[src/rtl/rc5_pkg.sv]
// RC5 host interface shared definitions.
// Default word/key sizing, header field positions and FSM encoding.
package rc5_pkg;

  localparam int W = 16;
  localparam int U = W / 8;
  localparam int B = 16;

  localparam int HDR_OP  = 0;
  localparam int HDR_KEY = 1;

  typedef enum logic [2:0] {
    IDLE,
    KEY,
    DATA,
    RUN,
    SEND
  } state_e;

endpackage

[src/rtl/rc5_word_pack.sv]
// Two-word <-> byte stream converter for the RC5 host link.
// One byte index serves both assembling (push_i) and serializing (adv_i).
module rc5_word_pack #(
  parameter int W = 16
) (
  input  logic         clk,
  input  logic         rst_n,
  input  logic         push_i,
  input  logic [7:0]   byte_i,
  input  logic         load_i,
  input  logic [W-1:0] a_i,
  input  logic [W-1:0] b_i,
  input  logic         adv_i,
  output logic [W-1:0] a_o,
  output logic [W-1:0] b_o,
  output logic [7:0]   byte_o,
  output logic         last_o
);

  localparam int N  = 2 * (W / 8);
  localparam int IW = $clog2(N);

  logic [IW-1:0]  idx_q, idx_d;
  logic [2*W-1:0] ab_q, ab_d;

  // A occupies the low half so byte order is A lo..hi, then B lo..hi.
  assign last_o = (idx_q == IW'(N - 1));
  assign byte_o = ab_q[8*idx_q +: 8];
  assign a_o    = ab_q[W-1:0];
  assign b_o    = ab_q[2*W-1:W];

  always_comb begin
    idx_d = idx_q;
    ab_d  = ab_q;
    if (load_i) ab_d = {b_i, a_i};
    if (push_i) ab_d[8*idx_q +: 8] = byte_i;
    if (push_i || adv_i) begin
      idx_d = last_o ? '0 : idx_q + IW'(1);
    end
  end

  always_ff @(posedge clk or negedge rst_n) begin
    if (!rst_n) begin
      idx_q <= '0;
      ab_q  <= '0;
    end else begin
      idx_q <= idx_d;
      ab_q  <= ab_d;
    end
  end

endmodule

[src/rtl/rc5_host_if.sv]
// Byte-stream host driver for the RC5 core: key load, block run, result.
// Define RC5_TIMEOUT_EN to add a RUN watchdog of TIMEOUT_CYCLES.
module rc5_host_if #(
  parameter int W              = rc5_pkg::W,
  parameter int B              = rc5_pkg::B,
  parameter int B_LENGTH       = $clog2(B),
  parameter int TIMEOUT_CYCLES = 4096
) (
  input  logic                clk,
  input  logic                rst,
  input  logic [7:0]          iByte,
  input  logic                iByteValid,
  output logic                oByteReady,
  output logic [7:0]          oByte,
  output logic                oByteValid,
  input  logic                iByteReady,
  output logic [7:0]          oKey_sub_i,
  output logic [B_LENGTH-1:0] oKey_address,
  output logic                oWen,
  output logic [W-1:0]        oA,
  output logic [W-1:0]        oB,
  output logic                oStartCipher,
  output logic                oStartDecipher,
  input  logic [W-1:0]        iA_res,
  input  logic [W-1:0]        iB_res,
  input  logic                iDone,
  output logic                oErr,
  output logic                oBusy
);

  import rc5_pkg::*;

  state_e              state_q;
  logic                op_q, key_loaded_q, rdy_q;
  logic                wen_q, err_q, stc_q, std_q;
  logic [B_LENGTH-1:0] kidx_q, kaddr_q;
  logic [7:0]          kbyte_q;

  logic accept, take, cap, in_push;
  logic in_last, out_last, tmo_hit;

  logic [W-1:0] unused_a, unused_b;
  logic [7:0]   unused_byte;

  assign accept  = iByteValid & rdy_q;
  assign take    = oByteValid & iByteReady;
  assign in_push = accept & (state_q == DATA);
  assign cap     = (state_q == RUN) & iDone;

  assign oByteReady     = rdy_q;
  assign oByteValid     = (state_q == SEND);
  assign oBusy          = (state_q != IDLE);
  assign oWen           = wen_q;
  assign oKey_address   = kaddr_q;
  assign oKey_sub_i     = kbyte_q;
  assign oStartCipher   = stc_q;
  assign oStartDecipher = std_q;
  assign oErr           = err_q;

`ifdef RC5_TIMEOUT_EN
  localparam int TW = $clog2(TIMEOUT_CYCLES + 1);

  logic [TW-1:0] tmo_q;

  assign tmo_hit = (tmo_q == TW'(TIMEOUT_CYCLES - 1));

  always_ff @(posedge clk or negedge rst) begin
    if (!rst) begin
      tmo_q <= '0;
    end else if (state_q != RUN) begin
      tmo_q <= '0;
    end else begin
      tmo_q <= tmo_q + TW'(1);
    end
  end
`else
  localparam int unused_tmo = TIMEOUT_CYCLES;

  assign tmo_hit = 1'b0;
`endif

  rc5_word_pack #(.W(W)) u_in (
    .clk    (clk),
    .rst_n  (rst),
    .push_i (in_push),
    .byte_i (iByte),
    .load_i (1'b0),
    .a_i    ('0),
    .b_i    ('0),
    .adv_i  (1'b0),
    .a_o    (oA),
    .b_o    (oB),
    .byte_o (unused_byte),
    .last_o (in_last)
  );

  rc5_word_pack #(.W(W)) u_out (
    .clk    (clk),
    .rst_n  (rst),
    .push_i (1'b0),
    .byte_i (8'h00),
    .load_i (cap),
    .a_i    (iA_res),
    .b_i    (iB_res),
    .adv_i  (take),
    .a_o    (unused_a),
    .b_o    (unused_b),
    .byte_o (oByte),
    .last_o (out_last)
  );

  always_ff @(posedge clk or negedge rst) begin
    if (!rst) begin
      state_q      <= IDLE;
      op_q         <= 1'b0;
      key_loaded_q <= 1'b0;
      rdy_q        <= 1'b0;
      wen_q        <= 1'b0;
      err_q        <= 1'b0;
      stc_q        <= 1'b0;
      std_q        <= 1'b0;
      kidx_q       <= '0;
      kaddr_q      <= '0;
      kbyte_q      <= '0;
    end else begin
      wen_q <= 1'b0;
      err_q <= 1'b0;
      unique case (state_q)
        IDLE: begin
          rdy_q <= 1'b1;
          if (accept) begin
            op_q   <= iByte[HDR_OP];
            kidx_q <= '0;
            if (iByte[HDR_KEY]) begin
              state_q <= KEY;
            end else if (key_loaded_q) begin
              state_q <= DATA;
            end else begin
              err_q <= 1'b1;
            end
          end
        end
        KEY: begin
          if (accept) begin
            wen_q   <= 1'b1;
            kaddr_q <= kidx_q;
            kbyte_q <= iByte;
            kidx_q  <= kidx_q + B_LENGTH'(1);
            if (kidx_q == B_LENGTH'(B - 1)) begin
              key_loaded_q <= 1'b1;
              state_q      <= DATA;
            end
          end
        end
        DATA: begin
          if (accept && in_last) begin
            state_q <= RUN;
            rdy_q   <= 1'b0;
            stc_q   <= ~op_q;
            std_q   <= op_q;
          end
        end
        RUN: begin
          if (iDone) begin
            stc_q   <= 1'b0;
            std_q   <= 1'b0;
            state_q <= SEND;
          end else if (tmo_hit) begin
            stc_q   <= 1'b0;
            std_q   <= 1'b0;
            err_q   <= 1'b1;
            rdy_q   <= 1'b1;
            state_q <= IDLE;
          end
        end
        SEND: begin
          if (take && out_last) begin
            rdy_q   <= 1'b1;
            state_q <= IDLE;
          end
        end
        default: state_q <= IDLE;
      endcase
    end
  end

endmodule
[config.mk]
export PLATFORM = sky130hd
export DESIGN_NAME = rc5_host_if
export DESIGN_NICKNAME = d
export VERILOG_FILES = /design/src/rtl/rc5_pkg.sv /design/src/rtl/rc5_word_pack.sv /design/src/rtl/rc5_host_if.sv
export SDC_FILE = /design/constraint.sdc
export NUM_CORES = 1
export LEC_CHECK = 0
export CORE_MARGIN = 2
export CORE_UTILIZATION = 28
export DETAILED_ROUTE_END_ITERATION = 8
export GPL_ROUTABILITY_DRIVEN = 0
export PLACE_DENSITY = 0.61
export SYNTH_ARGS = -nofsm -noshare
export SYNTH_HDL_FRONTEND = slang
export SYNTH_HIERARCHICAL = 1
export SYNTH_SLANG_ARGS = --single-unit
export TNS_END_PERCENT = 20
[constraint.sdc]
create_clock -name clk -period 2.3 [get_ports clk]
set_input_delay 0.46 -clock clk [delete_from_list [all_inputs] [get_ports clk]]
set_output_delay 0.46 -clock clk [all_outputs]
set_load 0.005 [all_outputs]
Word level (Yosys, flattened, before mapping)
Cells that the tools add are included.
- register bits after elaboration: 94
- output and inout port bits: 59
- word-level logic and storage cells: 84
- add/subtract/negate cells: 4
- shift-type cells: 3
- bitwise operators: 5
- mux-type cells: 29
- eq/ne operators: 14
- reduce and logical (&&, ||, !) cells: 14
- operator list (cell ; number):
    5-bit negator with 34-bit output ; 1
    8-bit by 34-bit variable shift with 32-bit output (first input constant) ; 1
    8-bit by 34-bit variable part select with 32-bit output ; 1
    32-bit bitwise mux ; 1
    32-bit by 6-bit variable part select with 8-bit output ; 1
    3-bit two-way mux ; 8
    3-bit case mux with 5 select lines ; 1
    3-bit AND reduction ; 4
    1-bit two-way mux ; 11
    4-bit two-way mux ; 2
    2-bit inequality test (second input constant) ; 4
    4-bit case mux with 2 select lines ; 1
    7-bit AND reduction ; 1
    3-bit by 2-bit equality test with 1-bit output (second input constant) ; 2
    3-bit nonzero test ; 2
    2-bit by 1-bit adder with 2-bit output (second input constant) ; 2
    4-bit by 1-bit adder with 4-bit output (second input constant) ; 1
    1-bit AND ; 4
    2-bit equality test (second input constant) ; 2
    4-bit equality test (second input constant) ; 1
    2-bit two-way mux ; 2
    2-bit by 1-bit inequality test with 1-bit output (second input constant) ; 2
    1-bit case mux with 2 select lines ; 2
    2-bit AND reduction ; 2
    8 further kinds ; 10

Depth between registers and ports, before layout
- word-level depth: 5
- mapped depth: 9

Cells and area by module
Netlist, hierarchy kept.
- modules (own cells, without submodules) (module ; sequential area each (sq um) ; cells each ; area an instance (sq um) ; times used):
    rc5_word_pack at u_out ; 850.8 ; 171 ; 2043.2 ; 1
    rc5_word_pack at u_in ; 850.8 ; 147 ; 1964.4 ; 1
    rc5_host_if ; 650.6 ; 97 ; 1193.6 ; 1

Worst setup path before layout
No wires, ideal clock.
- path type: flip-flop to flip-flop
- from: register state_q[1]
- to: register u_out.ab_q[26]
- cell stages (with the launch flop): 9
- arrival time: 1759 ps
- setup slack: 419 ps
- data required time: 2178 ps
- setup time: 122 ps
- path through: dfrtp_1 > buf_2 > clkbuf_1 > nand4b_1 > inv_1 > buf_2 > buf_6 > mux2_2 > a32o_1
- word-level cells in the longest chain between the ends: 2
- RTL lines (what ; RTL line ; source):
    start: declaration ; rc5_host_if.sv:33 ; state_e state_q;
    start signal: assignment ; rc5_host_if.sv:114 ; state_q <= IDLE;
    start signal: assignment ; rc5_host_if.sv:135 ; state_q <= KEY;
    start signal: assignment ; rc5_host_if.sv:137 ; state_q <= DATA;
    3-bit by 2-bit equality test with 1-bit output ; rc5_host_if.sv:48 ; assign cap = (state_q == RUN) & iDone;
    1-bit AND ; rc5_host_if.sv:48 ;
    via cap ; rc5_host_if.sv:39 ; logic accept, take, cap, in_push;
    end signal: assignment ; rc5_word_pack.sv:45 ; ab_q <= '0;
    end signal: assignment ; rc5_word_pack.sv:48 ; ab_q <= ab_d;
    end: declaration ; rc5_word_pack.sv:24 ; logic [2*W-1:0] ab_q, ab_d;
The timed path passes the listed nets, and every way through them passes these cells.
A chain may end at the register's enable or synchronous reset.

Final worst setup path
- from: register state_q[1]
- to: output port oBusy
- word-level cells in the longest chain between the ends: 1
- RTL lines (what ; RTL line ; source):
    3-bit nonzero test ; rc5_host_if.sv:52 ; assign oBusy = (state_q != IDLE);
    end: declaration ; rc5_host_if.sv:28 ; output logic oBusy
No other way between the ends.

==> run summary <==
Worst Skew = 0.00816 ns
syn_area_per_cell = 12.3 sq um
initial antenna violation count = 0
final hold vios = 0
Syn Std Cell Area = 0.00499 sq mm
CP max stage delay = 0.50 ns
clk buf depth = 2
Pleak = 0.00299 uW
final core utilization = 39.7%
CP cell instances = or3_2 -> clkdlybuf4s50_1
Layout Cells excl Fill = 810
final antenna-violating net count = 0
clock slew at reported path FFs = 0.07 ns
Crit. End Element = output port
CP Class = reg2out
area of the core = 0.0174 sq mm
synth-to-layout area growth = 38.1%
post-DR wirelength/cell = 16.7 um
Top Ports = 104
pin count of the biggest net entering global routing = 53
TritonCTS clock tree = built
Post-Route WL = 13500 um
Min-Delay Path Class = reg2reg
IO buf count = 103
root buffer cell = clkbuf_16
PD cells = 1010 mW/mm^2
Inserted Clock Buffers = 9
CP max-delay cell = or3_2
die height = 138 um
Max-slew headroom = 48.4%
Vias = 3848
Final min period = 2.23 ns
Critical Path RT = 1.84 ns
HPWL Detailed = 9940 um
number of vias per cell = 4.75
first-pass detailed-route iteration total = 4
Setup-failing EPs final = 0
Tightest Pin Transition = 0.775 ns
clock latency on the worst-skew pair = 0.35 ns
Syn. warnings = 6
vias in the first global route = 3965
H-tree depth = 3
worst path arrival time = 1.77 ns
first-pass GRT wire length = 21400 um
placed insts = 790
gr usage total = 14.9%
CTS Sinks = 94
layout cells sized above 1 = 14.5%
NumNets Final = 638
RSZ-0062 raised after global routing = false
Slew Viols, Final = 0
fillers = 1642
Max FO, Critical Path = 8
Iteration-0 DRC Markers = 193
cells after synthesis = 407
Initial Util = 28.8%
fmax = 0.448 GHz
Final Cycle Share = 97.1%
grt total ovfl = 0
max_cap viols = 0
VDD IR max = 0.459 mV
Die Wd = 138 um
drt drc = 0
standard-cell row count = 48
crit start category = register
Die ar. = 0.0189 sq mm
antenna cell count = 0
outcome = finished clean
==> power breakdown <==
part           switching (uW)  total, uW  internal (uW)  leakage (uW)
Combinational            1280       2840           1560       0.00167
Sequential                431       2580           2150       0.00118
Clock                     698       1560            857      0.000144
Total                    2410       6980           4570       0.00299
==> per-layer routing <==
metal	global-route usage, %	share of wire, %	vias up
met1	19.7	46	1897
met4	4.30	1.6	0
li1	-	-	1828
met5	0	0	-
met3	4.30	5.8	21
met2	23.6	46	102
==> registers in the layout, summed over array words and instances, names as in the netlist <==
signal and flops:
key_loaded_q 1, oStartCipher 1, oWen 1, op_q 1, u_out/ab_q 32, state_q 3
u_out/idx_q 2, oKey_sub_i 8, u_in/ab_q 32, oErr 1, kidx_q 4, oKey_address 4
u_in/idx_q 2, oStartDecipher 1, oByteReady 1
==> metrics by stage <==
step	instance area, sq um	TNS (ns)	power [uW]	setup WS (ns)	hold WS (ns)
CTS	6890	0	6990	0.0392	0.482
finish	6890	0	6980	0.0675	0.479
global route	6890	0	7430	0.00600	0.509
global placement	6540	0	5260	0.0673	0.377
detailed placement	6540	-0.0229	5370	-0.0103	0.381
floorplan	5260	0	4180	0.419	0.164
==> worst max-delay path: cells and delay by family (launching register included) <==
kind,cells,cell delay (ns)
DFF,1,0.46
and+or+nand+nor,1,0.50
buffers and inverters,1,0.47
==> final timing paths <==
check | startpoint | end | slack, ns | cells after the start
min in group asynchronous | rst | u_in/ab_q[4]$_DFF_PN0_ | 0.56 | 2
worst max-delay path | state_q[1]$_DFFE_PN0P_ | oBusy | 0.07 | 2
worst max register to register | state_q[1]$_DFFE_PN0P_ | u_in/ab_q[23]$_DFF_PN0_ | 0.44 | 6
worst min register to register | key_loaded_q$_DFFE_PN0P_ | oErr$_DFF_PN0_ | 0.48 | 1
max in group asynchronous | rst | u_out/ab_q[2]$_DFF_PN0_ | 1.13 | 3
worst min-delay path | key_loaded_q$_DFFE_PN0P_ | oErr$_DFF_PN0_ | 0.48 | 1
==> timing repair <==
action / in CTS / in global routing
endpoints found under the setup margin: 8 / 0
hold buffers: 1 / 0
resized for setup: 10 / 0
setup buffers: 2 / 0
endpoints found under the hold margin: 6 / 0
==> area by class of cell <==
cell class | count | area [sq um] | area share, %
multi-input combinational | 340 | 2660 | 38.5
timing repair buffer | 128 | 1270 | 18.4
clock buffer | 9 | 225 | 3.27
inverter | 7 | 26.3 | 0.381
tap | 225 | 282 | 4.08
clock inverter | 7 | 78.8 | 1.14
sequential | 94 | 2350 | 34.2
==> cell usage in the layout, fill, tap and decap left out, types with 10 or more instances in the layout <==
cell             count
nand2_1             10
ha_1                13
nand3_1             19
dfrtp_1             92
mux2_2              23
clkdlybuf4s50_1     94
buf_4               21
conb_1              73
mux2i_1             61
o2bb2ai_1           30
o22ai_1             23
Power figures use the tool's default switching activity.
